File: src/rtl/clock_div_prog.sv
// Multi-channel programmable clock/tick generator: per-channel divisor, square or
// pulse output, count enable, glitch-free divisor updates and a global phase restart.
module clock_div_prog #(
    parameter int          NCH         = 2,
    parameter int          CW          = 32,
    parameter int unsigned DEFAULT_DIV = 20000,
    localparam int         CHW         = (NCH > 1) ? $clog2(NCH) : 1
) (
    input  logic           clkin,
    input  logic           reset,
    input  logic           cfg_we,
    input  logic [CHW-1:0] cfg_ch,
    input  logic [CW-1:0]  cfg_div,
    input  logic           cfg_mode,
    input  logic [NCH-1:0] en,
    input  logic           sync_all,
    output logic [NCH-1:0] clkout,
    output logic [NCH-1:0] tick
);

    typedef enum logic {
        MODE_SQUARE = 1'b0,
        MODE_PULSE  = 1'b1
    } mode_t;

    logic [CW-1:0] w_cfg_div;
    mode_t         w_cfg_mode;

    // A divisor of 0 is meaningless; run it as divide-by-1.
    assign w_cfg_div  = (cfg_div == '0) ? CW'(1) : cfg_div;
    assign w_cfg_mode = mode_t'(cfg_mode);

    for (genvar i = 0; i < NCH; i++) begin : g_ch
        logic [CW-1:0] r_cnt;
        logic [CW-1:0] r_div;
        logic [CW-1:0] r_pdiv;
        mode_t         r_mode;
        mode_t         r_pmode;
        logic          r_pend;
        logic          r_clk;
        logic          r_tick;

        logic [CW-1:0] w_cnt_nxt;
        logic [CW-1:0] w_div_nxt;
        logic [CW-1:0] w_pdiv_nxt;
        mode_t         w_mode_nxt;
        mode_t         w_pmode_nxt;
        logic          w_pend_nxt;
        logic          w_clk_nxt;
        logic          w_tick_nxt;

        logic          w_wr;
        logic          w_term;
        logic [CW-1:0] w_app_div;
        mode_t         w_app_mode;

        // Indices >= NCH never match any channel, so such writes are dropped.
        assign w_wr   = cfg_we && (cfg_ch == CHW'(i));
        assign w_term = (r_cnt == r_div - CW'(1));

        // Config adopted at a restart point: a same-cycle write beats a pending one.
        always_comb begin
            w_app_div  = r_div;
            w_app_mode = r_mode;
            if (w_wr) begin
                w_app_div  = w_cfg_div;
                w_app_mode = w_cfg_mode;
            end else if (r_pend) begin
                w_app_div  = r_pdiv;
                w_app_mode = r_pmode;
            end
        end

        always_comb begin
            w_cnt_nxt   = r_cnt;
            w_div_nxt   = r_div;
            w_mode_nxt  = r_mode;
            w_pdiv_nxt  = r_pdiv;
            w_pmode_nxt = r_pmode;
            w_pend_nxt  = r_pend;
            w_clk_nxt   = r_clk;
            w_tick_nxt  = 1'b0;

            if (sync_all) begin
                w_cnt_nxt  = '0;
                w_div_nxt  = w_app_div;
                w_mode_nxt = w_app_mode;
                w_pend_nxt = 1'b0;
                w_clk_nxt  = 1'b0;
            end else if (!en[i]) begin
                if (w_wr) begin
                    w_cnt_nxt  = '0;
                    w_div_nxt  = w_cfg_div;
                    w_mode_nxt = w_cfg_mode;
                    w_pend_nxt = 1'b0;
                    w_clk_nxt  = 1'b0;
                end
            end else if (w_term) begin
                w_cnt_nxt  = '0;
                w_tick_nxt = 1'b1;
                w_div_nxt  = w_app_div;
                w_mode_nxt = w_app_mode;
                w_pend_nxt = 1'b0;
                if (w_app_mode != r_mode) begin
                    w_clk_nxt = 1'b0;
                end else if (r_mode == MODE_PULSE) begin
                    w_clk_nxt = 1'b1;
                end else begin
                    w_clk_nxt = ~r_clk;
                end
            end else begin
                w_cnt_nxt = r_cnt + CW'(1);
                if (r_mode == MODE_PULSE) begin
                    w_clk_nxt = 1'b0;
                end
                // Running channel: hold the write until the current period ends.
                if (w_wr) begin
                    w_pend_nxt  = 1'b1;
                    w_pdiv_nxt  = w_cfg_div;
                    w_pmode_nxt = w_cfg_mode;
                end
            end
        end

        always_ff @(posedge clkin) begin
            if (reset) begin
                r_cnt   <= '0;
                r_div   <= CW'(DEFAULT_DIV);
                r_mode  <= MODE_SQUARE;
                r_pdiv  <= CW'(DEFAULT_DIV);
                r_pmode <= MODE_SQUARE;
                r_pend  <= 1'b0;
                r_clk   <= 1'b0;
                r_tick  <= 1'b0;
            end else begin
                r_cnt   <= w_cnt_nxt;
                r_div   <= w_div_nxt;
                r_mode  <= w_mode_nxt;
                r_pdiv  <= w_pdiv_nxt;
                r_pmode <= w_pmode_nxt;
                r_pend  <= w_pend_nxt;
                r_clk   <= w_clk_nxt;
                r_tick  <= w_tick_nxt;
            end
        end

        assign clkout[i] = r_clk;
        assign tick[i]   = r_tick;
    end

endmodule

File: config.mk
export PLATFORM = sky130hd
export DESIGN_NAME = clock_div_prog
export DESIGN_NICKNAME = d
export VERILOG_FILES = /design/src/rtl/clock_div_prog.sv
export SDC_FILE = /design/constraint.sdc
export NUM_CORES = 1
export LEC_CHECK = 0
export ABC_CLOCK_PERIOD_IN_PS = 4200
export CORE_ASPECT_RATIO = 1.25
export CORE_MARGIN = 3
export CORE_UTILIZATION = 50
export DETAILED_ROUTE_END_ITERATION = 10
export HOLD_SLACK_MARGIN = 0.05
export PLACE_DENSITY = 0.67
export SETUP_SLACK_MARGIN = 0.1
export SLEW_MARGIN = 20
export SYNTH_ARGS = -nofsm -noshare
export SYNTH_HDL_FRONTEND = slang
export SYNTH_SLANG_ARGS = --single-unit
export TNS_END_PERCENT = 30
File: constraint.sdc
create_clock -name clkin -period 4.2 [get_ports clkin]
set_clock_uncertainty 0.05 [all_clocks]
set_input_delay 1.05 -clock clkin [delete_from_list [all_inputs] [get_ports clkin]]
set_output_delay 1.05 -clock clkin [all_outputs]
set_load 0.1 [all_outputs]
-- Word level (Yosys, flattened, before mapping)
Cells that the tools add are included.
- $add $sub $neg: 4
- $mul: 0
- div/mod/pow operators: 0
- order comparisons: 0
- equality and inequality tests: 8
- shift operators: 0
- muxes and demuxes: 51
- bitwise gates (word level): 8
- reductions and logical operators: 20
- operators by type and width (cell ; number):
    two-way mux 32 bit ; 19
    adder 32 x 1 -> 32 bit, second input constant ; 2
    == test 32 bit ; 2
    subtractor 32 x 1 -> 32 bit, second input constant ; 2
    zero test 32 bit ; 1
    two-way mux 1 bit ; 32
    != test 3 x 1 -> 1 bit, second input constant ; 4
    AND reduction 2 bit ; 6
    NOT 1 bit ; 8
    AND reduction 4 bit ; 2
    nonzero test 2 bit ; 4
    nonzero test 3 bit ; 2
    OR reduction 3 bit ; 2
    logical AND 1 bit ; 2
    != test 1 bit ; 2
    OR reduction 2 bit ; 1
- register bits: 202
- latch bits: 0
- memory bits (writable): 0
- bits in read-only memories: 0
- input port bits: 40
- word-level logic and storage cells: 107
- memories: 0

-- Depth between registers and ports, before layout
- depth after elaboration: 7
- depth in mapped cells: 14
- gate-level depth less buffers: 11

-- Worst setup path before layout
OpenSTA, ideal clock, no wires.
- path kind: reg2reg
- from: register g_ch[1].r_div[5]
- to: register g_ch[1].r_pdiv[10]
- library setup time: 0.122 ns
- arrival time: 3.292 ns
- setup slack: 0.736 ns
- cell stages (with the launch flop): 14
- buffers on the path: 4
- cells stage by stage: dfxtp_1 -> buf_6 -> or4_1 -> buf_2 -> nor4b_4 -> nand3_1 -> xnor2_1 -> or4b_1 -> nor4_4 -> a21oi_1 -> buf_4 -> buf_2 -> nor3_1 -> a21oi_1
- longest elaborated chain between the ends: 4
- RTL lines (item ; RTL line ; RTL):
    start, declared ; 35 ; logic [CW-1:0] r_div;
    start signal, assigned ; 128 ; r_div <= CW'(DEFAULT_DIV);
    start signal, assigned ; 137 ; r_div <= w_div_nxt;
    subtractor 32 x 1 -> 32 bit ; 59 ; assign w_term = (r_cnt == r_div - CW'(1));
    == test 32 bit ; 59 ;
    NOT 1 bit (no line) ; -- ;
    AND reduction 4 bit (no line) ; -- ;
    end signal, assigned ; 130 ; r_pdiv <= CW'(DEFAULT_DIV);
    end signal, assigned ; 139 ; r_pdiv <= w_pdiv_nxt;
    end, declared ; 36 ; logic [CW-1:0] r_pdiv;
No other way between the ends.
A chain may end at the register's enable or synchronous reset.

-- Final worst setup path
- from: register g_ch[1].r_div[2]
- to: register g_ch[1].r_cnt[22]
- longest elaborated chain between the ends: 4
- RTL lines (item ; RTL line ; RTL):
    subtractor 32 x 1 -> 32 bit ; 59 ;
    == test 32 bit ; 59 ;
    two-way mux 32 bit ; 98 ; end else if (w_term) begin
    two-way mux 32 bit ; 90 ; end else if (!en[i]) begin
    end signal, assigned ; 136 ; r_cnt <= w_cnt_nxt;
    end, declared ; 34 ; logic [CW-1:0] r_cnt;
No other way between the ends.

==> out/qor.csv <==
metric;value;unit
status;finished clean;
clk_latency;0.51;ns
viasPerCell;5.99;
diodes;0;
cts_hold_buf;0;
yosysMostFrequentCell;nor2_1;
clockBufferDepth;3;
fin_crit_sh;0.926;
dp_hpwl;24600;um
fin_setup_tns;0;ns
rows;64;
netlist_area;0.0125;mm2
cpLargestDelayFamily;simple AND/OR/NAND/NOR gates;
dr.pass1.iters;5;
ant_nets;0;
cp_common_cell;buf_4;
numCtsBuffers;23;
via_count;11400;
design_area;0.0141;mm2
hp-class;flip-flop to flip-flop;
clock_sinks;202;
synth.net_count;1602;
synth_top_area_cell;dfxtp_1;
syn_area_per_cell;8.04;um2
clkTransAtPathRegs;0.06;ns
hold_viol;0;
wl_per_cell;18.0;um
grt_max_degree;80;
ys.flop_type;dfxtp_1;
cts_tree;yes;
final-instance-count-excl-fill;1899;
critPathKind;flip-flop to flip-flop;
max_stage_delay;0.60;ns
tightest_slew;1.10;ns
syn-instance-count;1558;
path_buf_inv;2;
setup_violations;0;
relSlewSlack;0.265;
synthTopCellsByCount;231 x nor2_1, 202 x dfxtp_1, 165 x mux2i_1;
rsz0062_at_grt;no;
leakagePower;0.00482;uW
place.gp.congestion;0.930;
synth_seq_cells;202;
drv_slew;0;
die_area;0.0270;mm2
syn2layout_area_growth;12.5;%
maxCapViolations;0;
cp_slowest_cell;or4b_1;
synth_edf_count;0;
antenna_found_initial;0;
arrival;4.20;ns
crit_required;4.51;ns
yosys_warnings;0;
drc;0;
fp.dieH;183;um
port_buffers;43;
dpl_cell_area;0.0133;mm2
grt_pass1_vias;10800;
h-tree-depth;1;
crit_path_end_kind;flip-flop;
drt_iter0_drc;539;
place_inst;1858;
track_usage;0.245;
grt.overflow.total;0;
ys_seq_area_frac;0.323;
synthArstFlopShare;0;
core_area;0.0246;mm2
fin_nets;1598;
wl;34200;um
cp-start-kind;flip-flop;
powerDensity;341;mW/mm2
yosysTopAreaCellShare;0.323;
synth.area.top_cells;dfxtp_1 32%, mux2i_1 13%, nor2_1 6.9%, a21oi_1 4.1%, nand2_1 3.5%;
fmax;257;MHz
drive_above_1_share;0.110;
start_util;0.510;
num_io_pins;44;
worstPathMaxFanout;25;
min_period;3.89;ns
die_x;148;um
vdd.ir_drop.worst;0.000345;V
cp_cell_sequence;or3_1, or4_1, nor4_1, a21oi_1, or4b_1, nor4_4, buf_4, nand2_1, nand3_1, buf_4, o311ai_0;
root_buffer;clkbuf_16;
synth.distinct_cells;74;
grt_pass1_wl;55400;um
power;4820;uW
## per-stage QoR
step	hold WS (ns)	utilization	setup WS, ns
finish	0.444	0.574	0.311
global route	0.473	0.574	0.127
CTS	0.450	0.572	0.152
detailed placement	0.435	0.543	0.162
global placement	0.422	0.543	0.252
floorplan	0.410	-	0.736
## tightest hold or removal path: cells and delay by family, from the launching register on
family / cells / cell delay [ns]
multiplexers: 1 / 0.07
flip-flops: 1 / 0.32
AND/OR/NAND/NOR: 1 / 0.07
## where the power goes
group / switching [uW] / internal (uW)
combinational: 433 / 318
clock: 805 / 1180
sequential: 102 / 1980
## cells in the final DEF (no fill, tap or decap), types with 10 or more instances in the layout
cell type / instances
buf_4: 46
and2_1: 10
o311ai_0: 26
clkdlybuf4s50_1: 42
nor3_1: 40
xor2_1: 39
nand3_1: 69
nor2b_1: 14
a21oi_1: 99
xnor2_1: 42
mux2i_1: 165
nor4_1: 34
or3_1: 19
or4b_2: 22
o31ai_2: 25
nand4_1: 28
inv_1: 21
a211oi_1: 13
nand2_1: 118
nand3b_1: 10
nor2_1: 230
dfxtp_1: 200
clkbuf_16: 23
or2_2: 15
o21ai_0: 42
## registers in the layout, summed over array words and instances, names as in the netlist
| register | cells |
|---|---|
| g_ch.r_pdiv | 64 |
| g_ch.r_pmode | 2 |
| g_ch.r_div | 64 |
| g_ch.r_cnt | 64 |
| g_ch.r_tick | 2 |
| g_ch.r_clk | 2 |
| g_ch.r_mode | 2 |
| g_ch.r_pend | 2 |
## path summary, 6_finish.rpt
path,to,slack (ns),start,cells past startpoint
max,g_ch[1].r_cnt[22],0.31,g_ch[1].r_div[2],11
min,g_ch[0].r_pdiv[31],0.44,g_ch[0].r_pdiv[31],2
max reg2reg,g_ch[1].r_cnt[22],0.31,g_ch[1].r_div[2],11
min reg2reg,g_ch[0].r_pdiv[31],0.44,g_ch[0].r_pdiv[31],2
## routing by layer
layer | part of all wire | track usage
met2 | 0.50 | 0.439
met5 | 0 | 0
met3 | 0.034 | 0.0235
met4 | 0.035 | 0.0862
met1 | 0.43 | 0.309
## repair_timing
action | 4_1_cts | 5_1_grt
resized for setup | 0 | 3
endpoints found under the setup margin | 0 | 80
buffers inserted | 0 | 0
hold endpoints to repair | 0 | 0
## kinds of logic after synthesis
| kind of cell | after synthesis | synth area share |
|---|---|---|
| AND/OR/NAND/NOR | 674 | 0.275 |
| XOR/XNOR | 81 | 0.0566 |
| adder cells (fa/ha/maj) | 4 | 0.00399 |
| flip-flops | 202 | 0.323 |
| multiplexers | 167 | 0.134 |
| buffers and inverters | 146 | 0.0510 |
| AO/OA/AOI/OAI | 284 | 0.157 |
## layout make-up
class / count / area, um2
fill: 2259 / 10500
sequential: 202 / 4050
clock buffer: 32 / 639
multi-input combinational: 1210 / 7920
tap: 330 / 413
clock inverter: 8 / 90.1
timing repair buffer: 96 / 917
inverter: 21 / 78.8
(Power assumes the default switching activity.)
